===== config.mk =====
export PLATFORM = sky130hd
export DESIGN_NAME = cmp_hysteresis_mon
export DESIGN_NICKNAME = d
export VERILOG_FILES = /design/src/rtl/cmp_mon_pkg.sv /design/src/rtl/cmp_hysteresis_mon_cmp6.sv /design/src/rtl/cmp_hysteresis_mon.sv
export SDC_FILE = /design/constraint.sdc
export NUM_CORES = 1
export LEC_CHECK = 0
export BUFFER_PORTS_ARGS = -buffer_cell sky130_fd_sc_hd__clkbuf_2
export CAP_MARGIN = 20
export CORE_AREA = 2 2 65 67
export DETAILED_ROUTE_END_ITERATION = 10
export DIE_AREA = 0 0 67 69
export GPL_TIMING_DRIVEN = 0
export PLACE_DENSITY = 0.8
export SLEW_MARGIN = 20
export SYNTH_ARGS = -nofsm -noshare
export SYNTH_HDL_FRONTEND = slang
export SYNTH_HIERARCHICAL = 1
export SYNTH_SLANG_ARGS = --single-unit

===== constraint.sdc =====
create_clock -name clk -period 2.7 [get_ports clk]
set_input_delay 0.405 -clock clk [delete_from_list [all_inputs] [get_ports clk]]
set_output_delay 0.405 -clock clk [all_outputs]
set_load 0.02 [all_outputs]

===== src/rtl/cmp_mon_pkg.sv =====
// Shared types and constants for the cmp_hysteresis_mon threshold monitor.
package cmp_mon_pkg;

    typedef enum logic [1:0] {
        LOW    = 2'd0,
        ARM    = 2'd1,
        HIGH   = 2'd2,
        DISARM = 2'd3
    } state_t;

    localparam logic EVT_RISE = 1'b1;
    localparam logic EVT_FALL = 1'b0;

endpackage


===== src/rtl/cmp_hysteresis_mon_cmp6.sv =====
// Behavioural DW01_cmp6: six-way magnitude compare, signed when TC = 1.
module DW01_cmp6 #(
    parameter int width = 8
) (
    input  logic [width-1:0] A,
    input  logic [width-1:0] B,
    input  logic             TC,
    output logic             LT,
    output logic             GT,
    output logic             EQ,
    output logic             LE,
    output logic             GE,
    output logic             NE
);

    logic w_lt;

    always_comb begin
        if (TC) begin
            w_lt = $signed(A) < $signed(B);
        end else begin
            w_lt = A < B;
        end
    end

    assign EQ = (A == B);
    assign NE = !EQ;
    assign LT = w_lt;
    assign GE = !w_lt;
    assign LE = w_lt || EQ;
    assign GT = !w_lt && !EQ;

endmodule


===== src/rtl/cmp_hysteresis_mon.sv =====
// Streaming high/low threshold monitor with persistence debounce and
// a valid/ready alarm-transition event port.
module cmp_hysteresis_mon
    import cmp_mon_pkg::*;
#(
    parameter int width       = 8,
    parameter int count_width = 4
) (
    input  logic                   clk,
    input  logic                   rst,
    input  logic                   clear,
    input  logic                   in_valid,
    output logic                   in_ready,
    input  logic [width-1:0]       sample,
    input  logic [width-1:0]       thresh_hi,
    input  logic [width-1:0]       thresh_lo,
    input  logic                   tc,
    input  logic [count_width-1:0] persist,
    output logic                   alarm,
    output logic [count_width-1:0] run_cnt,
    output logic                   evt_valid,
    output logic                   evt_rise,
    input  logic                   evt_ready
);

    localparam logic [count_width-1:0] CNT_ZERO = '0;
    localparam logic [count_width-1:0] CNT_ONE  =
        {{(count_width-1){1'b0}}, 1'b1};

    logic                   r_s1_valid;
    logic [width-1:0]       r_s1_sample;
    logic [width-1:0]       r_s1_hi;
    logic [width-1:0]       r_s1_lo;
    logic                   r_s1_tc;

    state_t                 r_state;
    state_t                 w_state_nx;
    logic [count_width-1:0] r_cnt;
    logic [count_width-1:0] w_cnt_nx;
    logic                   r_evt_valid;
    logic                   r_evt_rise;

    logic                   w_ge_hi;
    logic                   w_le_lo;
    logic [3:0]             w_hi_unused;
    logic [3:0]             w_lo_unused;
    logic                   w_stall;
    logic                   w_accept;
    logic                   w_consume;
    logic                   w_evt_gen;
    logic                   w_evt_dir;
    logic [count_width-1:0] w_p;
    logic                   w_p_one;
    logic                   w_run_done;

    DW01_cmp6 #(.width(width)) u_cmp_hi (
        .A  (r_s1_sample),
        .B  (r_s1_hi),
        .TC (r_s1_tc),
        .LT (w_hi_unused[0]),
        .GT (w_hi_unused[1]),
        .EQ (w_hi_unused[2]),
        .LE (w_hi_unused[3]),
        .GE (w_ge_hi),
        .NE ()
    );

    DW01_cmp6 #(.width(width)) u_cmp_lo (
        .A  (r_s1_sample),
        .B  (r_s1_lo),
        .TC (r_s1_tc),
        .LT (w_lo_unused[0]),
        .GT (w_lo_unused[1]),
        .EQ (w_lo_unused[2]),
        .LE (w_le_lo),
        .GE (w_lo_unused[3]),
        .NE ()
    );

    assign w_stall   = r_s1_valid && r_evt_valid && !evt_ready;
    assign in_ready  = !w_stall;
    assign w_accept  = in_valid && in_ready;
    assign w_consume = r_s1_valid && !w_stall;

    // A persist of zero behaves as one; >= lets a lowered persist end a run.
    assign w_p        = (persist == CNT_ZERO) ? CNT_ONE : persist;
    assign w_p_one    = (w_p == CNT_ONE);
    assign w_run_done = ({1'b0, r_cnt} + 1'b1) >= {1'b0, w_p};

    always_ff @(posedge clk or posedge rst) begin
        if (rst) begin
            r_s1_valid  <= 1'b0;
            r_s1_sample <= '0;
            r_s1_hi     <= '0;
            r_s1_lo     <= '0;
            r_s1_tc     <= 1'b0;
        end else if (clear) begin
            r_s1_valid  <= 1'b0;
            r_s1_sample <= '0;
            r_s1_hi     <= '0;
            r_s1_lo     <= '0;
            r_s1_tc     <= 1'b0;
        end else if (w_accept) begin
            r_s1_valid  <= 1'b1;
            r_s1_sample <= sample;
            r_s1_hi     <= thresh_hi;
            r_s1_lo     <= thresh_lo;
            r_s1_tc     <= tc;
        end else if (w_consume) begin
            r_s1_valid  <= 1'b0;
        end
    end

    always_comb begin
        w_state_nx = r_state;
        w_cnt_nx   = r_cnt;
        w_evt_gen  = 1'b0;
        w_evt_dir  = EVT_FALL;
        if (w_consume) begin
            unique case (r_state)
                LOW: begin
                    if (w_ge_hi && w_p_one) begin
                        w_state_nx = HIGH;
                        w_cnt_nx   = CNT_ZERO;
                        w_evt_gen  = 1'b1;
                        w_evt_dir  = EVT_RISE;
                    end else if (w_ge_hi) begin
                        w_state_nx = ARM;
                        w_cnt_nx   = CNT_ONE;
                    end else begin
                        w_cnt_nx   = CNT_ZERO;
                    end
                end
                ARM: begin
                    if (w_ge_hi && w_run_done) begin
                        w_state_nx = HIGH;
                        w_cnt_nx   = CNT_ZERO;
                        w_evt_gen  = 1'b1;
                        w_evt_dir  = EVT_RISE;
                    end else if (w_ge_hi) begin
                        w_cnt_nx   = r_cnt + 1'b1;
                    end else begin
                        w_state_nx = LOW;
                        w_cnt_nx   = CNT_ZERO;
                    end
                end
                HIGH: begin
                    if (w_le_lo && w_p_one) begin
                        w_state_nx = LOW;
                        w_cnt_nx   = CNT_ZERO;
                        w_evt_gen  = 1'b1;
                        w_evt_dir  = EVT_FALL;
                    end else if (w_le_lo) begin
                        w_state_nx = DISARM;
                        w_cnt_nx   = CNT_ONE;
                    end
                end
                DISARM: begin
                    if (w_le_lo && w_run_done) begin
                        w_state_nx = LOW;
                        w_cnt_nx   = CNT_ZERO;
                        w_evt_gen  = 1'b1;
                        w_evt_dir  = EVT_FALL;
                    end else if (w_le_lo) begin
                        w_cnt_nx   = r_cnt + 1'b1;
                    end else begin
                        w_state_nx = HIGH;
                        w_cnt_nx   = CNT_ZERO;
                    end
                end
            endcase
        end
    end

    always_ff @(posedge clk or posedge rst) begin
        if (rst) begin
            r_state <= LOW;
            r_cnt   <= '0;
        end else if (clear) begin
            r_state <= LOW;
            r_cnt   <= '0;
        end else begin
            r_state <= w_state_nx;
            r_cnt   <= w_cnt_nx;
        end
    end

    // Events only generate when unstalled, so a pending one is never overwritten.
    always_ff @(posedge clk or posedge rst) begin
        if (rst) begin
            r_evt_valid <= 1'b0;
            r_evt_rise  <= 1'b0;
        end else if (clear) begin
            r_evt_valid <= 1'b0;
            r_evt_rise  <= 1'b0;
        end else if (w_evt_gen) begin
            r_evt_valid <= 1'b1;
            r_evt_rise  <= w_evt_dir;
        end else if (r_evt_valid && evt_ready) begin
            r_evt_valid <= 1'b0;
        end
    end

    assign alarm     = (r_state == HIGH) || (r_state == DISARM);
    assign run_cnt   = r_cnt;
    assign evt_valid = r_evt_valid;
    assign evt_rise  = r_evt_rise;

endmodule


==> results.md, run 1 <==
* Status: completed
* Row cnt at 23
* Max-slew headroom at 53.7%
* Total congestion overflow at 0
* Ant diodes at 0
* I/O pin cnt at 42
* DR iter-0 viols at 94
* Setup Viol. Count Final at 0
* Leakage at 1.18 nW
* Total power at 1.20 mW
* Max Clk Rate at 0.385 GHz
* First-pass GRT wire length at 7010 um
* Non-filler cells, final at 289
* Max-slew violations at 0
* CTS tree: yes
* Die Wd at 67 um
* Final period util at 96.1%
* Most frequent cells in the layout: clkbuf_2 (41), dfrtp_1 (34), a22o_1 (25), inv_1 (22), ha_1 (20)
* Worst setup margin at 106 ps
* Post-Place Setup Slack at -86.9 ps
* Drt pass-1 iters at 7
* Synth Instances at 188
* NumNets Final at 293
* Clock latency on the worst-skew pair at 280 ps
* Max-Cap Viols at 0
* PortBufs at 41
* Largest net degree at the start of global routing at 35
* Hold_buf cts at 0
* Core area at 3910 um2
* Synth Cell Area at 1980 um2
* Reg clk slew, reported paths at 70 ps
* Post-DP Area at 2250 um2
* # DRC at 0
* Final Cell Area at 2410 um2
* CTS buffer count at 5
* Die Ht at 69 um
* Aggregate global-route resource usage at 19.6%
* CP Data Required Time at 2900 ps
* Placer Congestion at 0.821
* Via density at 5.52
* Worst IR Drop VDD at 0.418 mV
* Layout cells sized above 1 at 30.1%
* Worst-Margin Slew at 693 ps
* Hold slack final at 213 ps
* Clock Tree Root: clkbuf_8
* H-tree depth at 2
* Vias in the first global route at 1523
* Placed Cells at 279
* Post-DP HPWL at 3090 um
* Crit start category: flip-flop
* Max Buffers Root-to-Sink at 2
* CP arrival at 2790 ps
* Pwr Density at 498 nW/um2
* Initial antenna violation count at 0
* Final hold violation count at 0
* Crit-path max FO at 7
* Clk sink count at 34
* Antenna Nets Post-Route at 0
* WL final at 4090 um
* Worst min path class: in2async
* Vias post-DR at 1595
* Post-Syn Nets at 243
* Die ar. at 4620 um2
* Routed wire per std cell at 14.2 um
* Mapped Avg Cell Area at 10.5 um2
* Layout Skew at 7.92 ps
* CP Capture Type: flip-flop
* Synthesis warning total at 6
* Final worst path period need at 2590 ps
* Commonest non-fill, non-tap cell in the layout: clkbuf_2
* Initial core utilization at 50.6%
* Critical path type: reg2reg
* Synth-to-Final Area Change at 21.5%
==> cell type report <==
cell class / count / area, um2
Tap cell: 50 / 62.6
Timing Repair Buffer: 43 / 220
Clock buffer: 7 / 86.3
Sequential cell: 34 / 851
Multi-Input combinational cell: 124 / 1060
Clock inverter: 1 / 5.00
Buffer: 7 / 32.5
Fill cell: 357 / 1510
Inverter: 23 / 86.3
==> metrics by stage <==
step / setup TNS (ps) / util [%]
floorplan: 0 / -
global placement: -72.1 / 57.5
detailed placement: -102 / 57.5
CTS: 0 / 59.8
global route: -8.95 / 61.5
finish: 0 / 61.5
==> path summary, 6_finish.rpt <==
check	start	endpoint	slack [ps]	depth (start not counted)
max	r_s1_sample[6]	r_state[0]	110	10
min	rst	r_s1_lo[3]	210	2
max reg2reg	r_s1_sample[6]	r_state[0]	110	10
min reg2reg	r_s1_lo[4]	r_s1_lo[4]	510	1
max in group asynchronous	rst	r_s1_lo[0]	2030	2
min in group clk	thresh_hi[7]	r_s1_hi[7]	340	2
==> timing repair <==
action / in CTS / in global routing
gates resized for setup: 1 / 10
buffers inserted: 0 / 2
pin swaps: 1 / 0
endpoints found under the setup margin: 2 / 3
==> per-layer routing <==
metal	vias to the layer above	track usage (%)	wire (um)
met1	766	25.8	1850
met2	32	31.7	2080
met5	-	0	0
met3	2	4.89	144
li1	795	-	-
met4	0	5.22	21
==> power by group <==
group          leakage (nW)  internal, mW  switching (mW)
combinational         0.679         0.127           0.135
clock                0.0482         0.206           0.172
sequential            0.456         0.536          0.0247
==> state kept, by name, summed over array words and instances, names as in the netlist <==
register,flops
evt_rise,1
evt_valid,1
r_s1_hi,8
r_s1_lo,8
r_s1_sample,8
r_s1_tc,1
r_s1_valid,1
r_state,2
run_cnt,4
==> critical path, cell delays in order, from the launching register on <==
cell,delay (ps)
dfrtp_1,420
ha_1,320
o21ai_1,170
o21ai_1,80
mux2_4,270
or2_4,290
mux2_4,300
nand3_2,100
a21oi_4,50
a2111o_1,380
a21oi_1,130
No activity file was read; power rests on OpenSTA's default activity.
==> run 2: changes to the inputs <==
--- a/config.mk
+++ b/config.mk
@@ -11,7 +11,7 @@
 export DETAILED_ROUTE_END_ITERATION = 10
 export DIE_AREA = 0 0 67 69
 export GPL_TIMING_DRIVEN = 0
-export PLACE_DENSITY = 0.8
+export PLACE_DENSITY = 0.76
 export SLEW_MARGIN = 20
 export SYNTH_ARGS = -nofsm -noshare
 export SYNTH_HDL_FRONTEND = slang
==> results.md, run 2 (synthesis gave the netlist of run 1 again) <==
* Status: completed
* RSZ-0062 raised after global routing: true
* Reg clk slew, reported paths at 70 ps (about the same)
* Final worst path period need at 2630 ps (+40.8 ps)
* CP Capture Type: flip-flop
* Clock latency on the worst-skew pair at 290 ps (about the same)
* Hold slack final at 201 ps (-12.7 ps)
* Antenna Nets Post-Route at 0 (unchanged)
* Setup Viol. Count Final at 0 (unchanged)
* Core area at 3910 um2 (unchanged)
* Drt pass-1 iters at 4 (-3)
* Post-DP HPWL at 3060 um (-0.92%)
* I/O pin cnt at 42 (unchanged)
* NumNets Final at 293 (unchanged)
* Initial core utilization at 50.6% (unchanged)
* Clock Tree Root: clkbuf_8
* Final period util at 97.6% (+1.5 points)
* Post-Place Setup Slack at -123 ps (-36.2 ps)
* DR iter-0 viols at 83 (-12%)
* Layout cells sized above 1 at 31.4% (+1.3 points)
* Ant diodes at 0 (unchanged)
* Max Clk Rate at 0.380 GHz (-1.5%)
* Fillers at 350 (-2.0%)
* Final Cell Area at 2440 um2 (+1.4%)
* H-tree depth at 2 (unchanged)
* CP arrival at 2850 ps (+60 ps)
* Routed wire per std cell at 14.6 um (+3.1%)
* Vias post-DR at 1597 (+0.13%)
* Pwr Density at 524 nW/um2 (+5.2%)
* Crit start category: flip-flop
* Largest net degree at the start of global routing at 35 (unchanged)
* Leakage at 1.19 nW (+0.84%)
* Most frequent cells in the layout: clkbuf_2 (41), dfrtp_1 (34), a22o_1 (25), inv_1 (22), ha_1 (19)
* Max-slew violations at 0 (unchanged)
* CP Data Required Time at 2920 ps (+20 ps)
* CTS tree: yes
* Aggregate global-route resource usage at 19.0% (-0.59 points)
* First-pass GRT wire length at 6670 um (-4.9%)
* # DRC at 0 (unchanged)
* Critical path type: reg2reg
* Hold_buf cts at 0 (unchanged)
* Total congestion overflow at 0 (unchanged)
* Largest regs: r_s1_hi: 8 flops, r_s1_lo: 8 flops, r_s1_sample: 8 flops
* Worst min path class: in2async
* Worst-Margin Slew at 704 ps (+10.9 ps)
* Final hold violation count at 0 (unchanged)
* Placer Congestion at 0.807 (-1.8%)
* Vias in the first global route at 1488 (-2.3%)
* Crit-path max FO at 7 (unchanged)
* Die Wd at 67 um (unchanged)
* Worst IR Drop VDD at 0.358 mV (-14%)
* Max Buffers Root-to-Sink at 2 (unchanged)
* Initial antenna violation count at 0 (unchanged)
* Max-Cap Viols at 0 (unchanged)
* Die ar. at 4620 um2 (unchanged)
* Via density at 5.53 (+0.13%)
* PortBufs at 41 (unchanged)
* Worst setup margin at 65.0 ps (-40.8 ps)
* Clk sink count at 34 (unchanged)
* Synth-to-Final Area Change at 23.2%
* WL final at 4220 um (+3.1%)
* Post-DP Area at 2250 um2 (unchanged)
* CTS buffer count at 5 (unchanged)
* Commonest non-fill, non-tap cell in the layout: clkbuf_2
* Max-slew headroom at 53.0% (-0.73 points)
* Die Ht at 69 um (unchanged)
* Layout Skew at 5.66 ps (-2.26 ps)
* Row cnt at 23 (unchanged)
run 2: metal layers:
| metal | global-route usage, % | wire length (um) | up-vias | share of wire [%] |
|---|---|---|---|---|
| met4 | 6.80 | 48 | 0 | 1.1 |
| met5 | 0 | 0 | - | 0 |
| met2 | 30.1 | 2060 | 38 | 49 |
| li1 | - | - | 792 | - |
| met3 | 4.89 | 178 | 5 | 4.2 |
| met1 | 24.7 | 1930 | 762 | 46 |
run 2: what timing repair did:
| item | 4_1_cts | 5_1_grt |
|---|---|---|
| setup endpoints to repair | 2 | 3 |
| resized for setup | 2 | 10 |
| pin swaps | 1 | 0 |
| buffers inserted | 0 | 2 |
run 2: worst max-delay path, stage by stage, from the launching register on:
cell      delay, ps
dfrtp_1         460
ha_4            280
a211oi_2        190
o21ai_1          90
mux2_4          270
or2_4           280
mux2_4          300
nand3_2         100
a21oi_4          50
a2111o_1        400
a21oi_2         130
run 2: report_power, final:
part | switching (mW) | internal [mW]
logic | 0.135 | 0.128
registers | 0.0255 | 0.536
clock network | 0.185 | 0.271
total | 0.345 | 0.935
run 2: final timing paths:
path,cells past startpoint,slack (ps),startpoint,end
min reg2reg,1,510,r_s1_hi[7],r_s1_hi[7]
max in group asynchronous,2,2030,rst,run_cnt[1]
min,2,200,rst,r_state[1]
min in group clk,2,320,thresh_hi[6],r_s1_hi[6]
max,10,70,r_s1_sample[5],r_state[0]
max reg2reg,10,70,r_s1_sample[5],r_state[0]
run 2: area by class of cell:
cell class / count / area, um2 / share of cell area, %
Buffer: 7 / 32.5 / 1.33
Timing Repair Buffer: 43 / 220 / 9.02
Clock inverter: 3 / 40.0 / 1.64
Tap cell: 50 / 62.6 / 2.56
Sequential cell: 34 / 851 / 34.8
Inverter: 23 / 86.3 / 3.53
Clock buffer: 5 / 68.8 / 2.82
Multi-Input combinational cell: 124 / 1080 / 44.3
run 2: metrics by stage:
stage | setup TNS, ps | util (%) | power, mW | std cells
detailed placement | -194 | 57.5 | 0.802 | 279
finish | 0 | 62.4 | 1.28 | 289
CTS | 0 | 60.5 | 1.26 | 287
global route | -18.9 | 62.4 | 1.35 | 289
floorplan | 0 | - | 0.730 | 188
global placement | -74.2 | 57.5 | 0.795 | 279
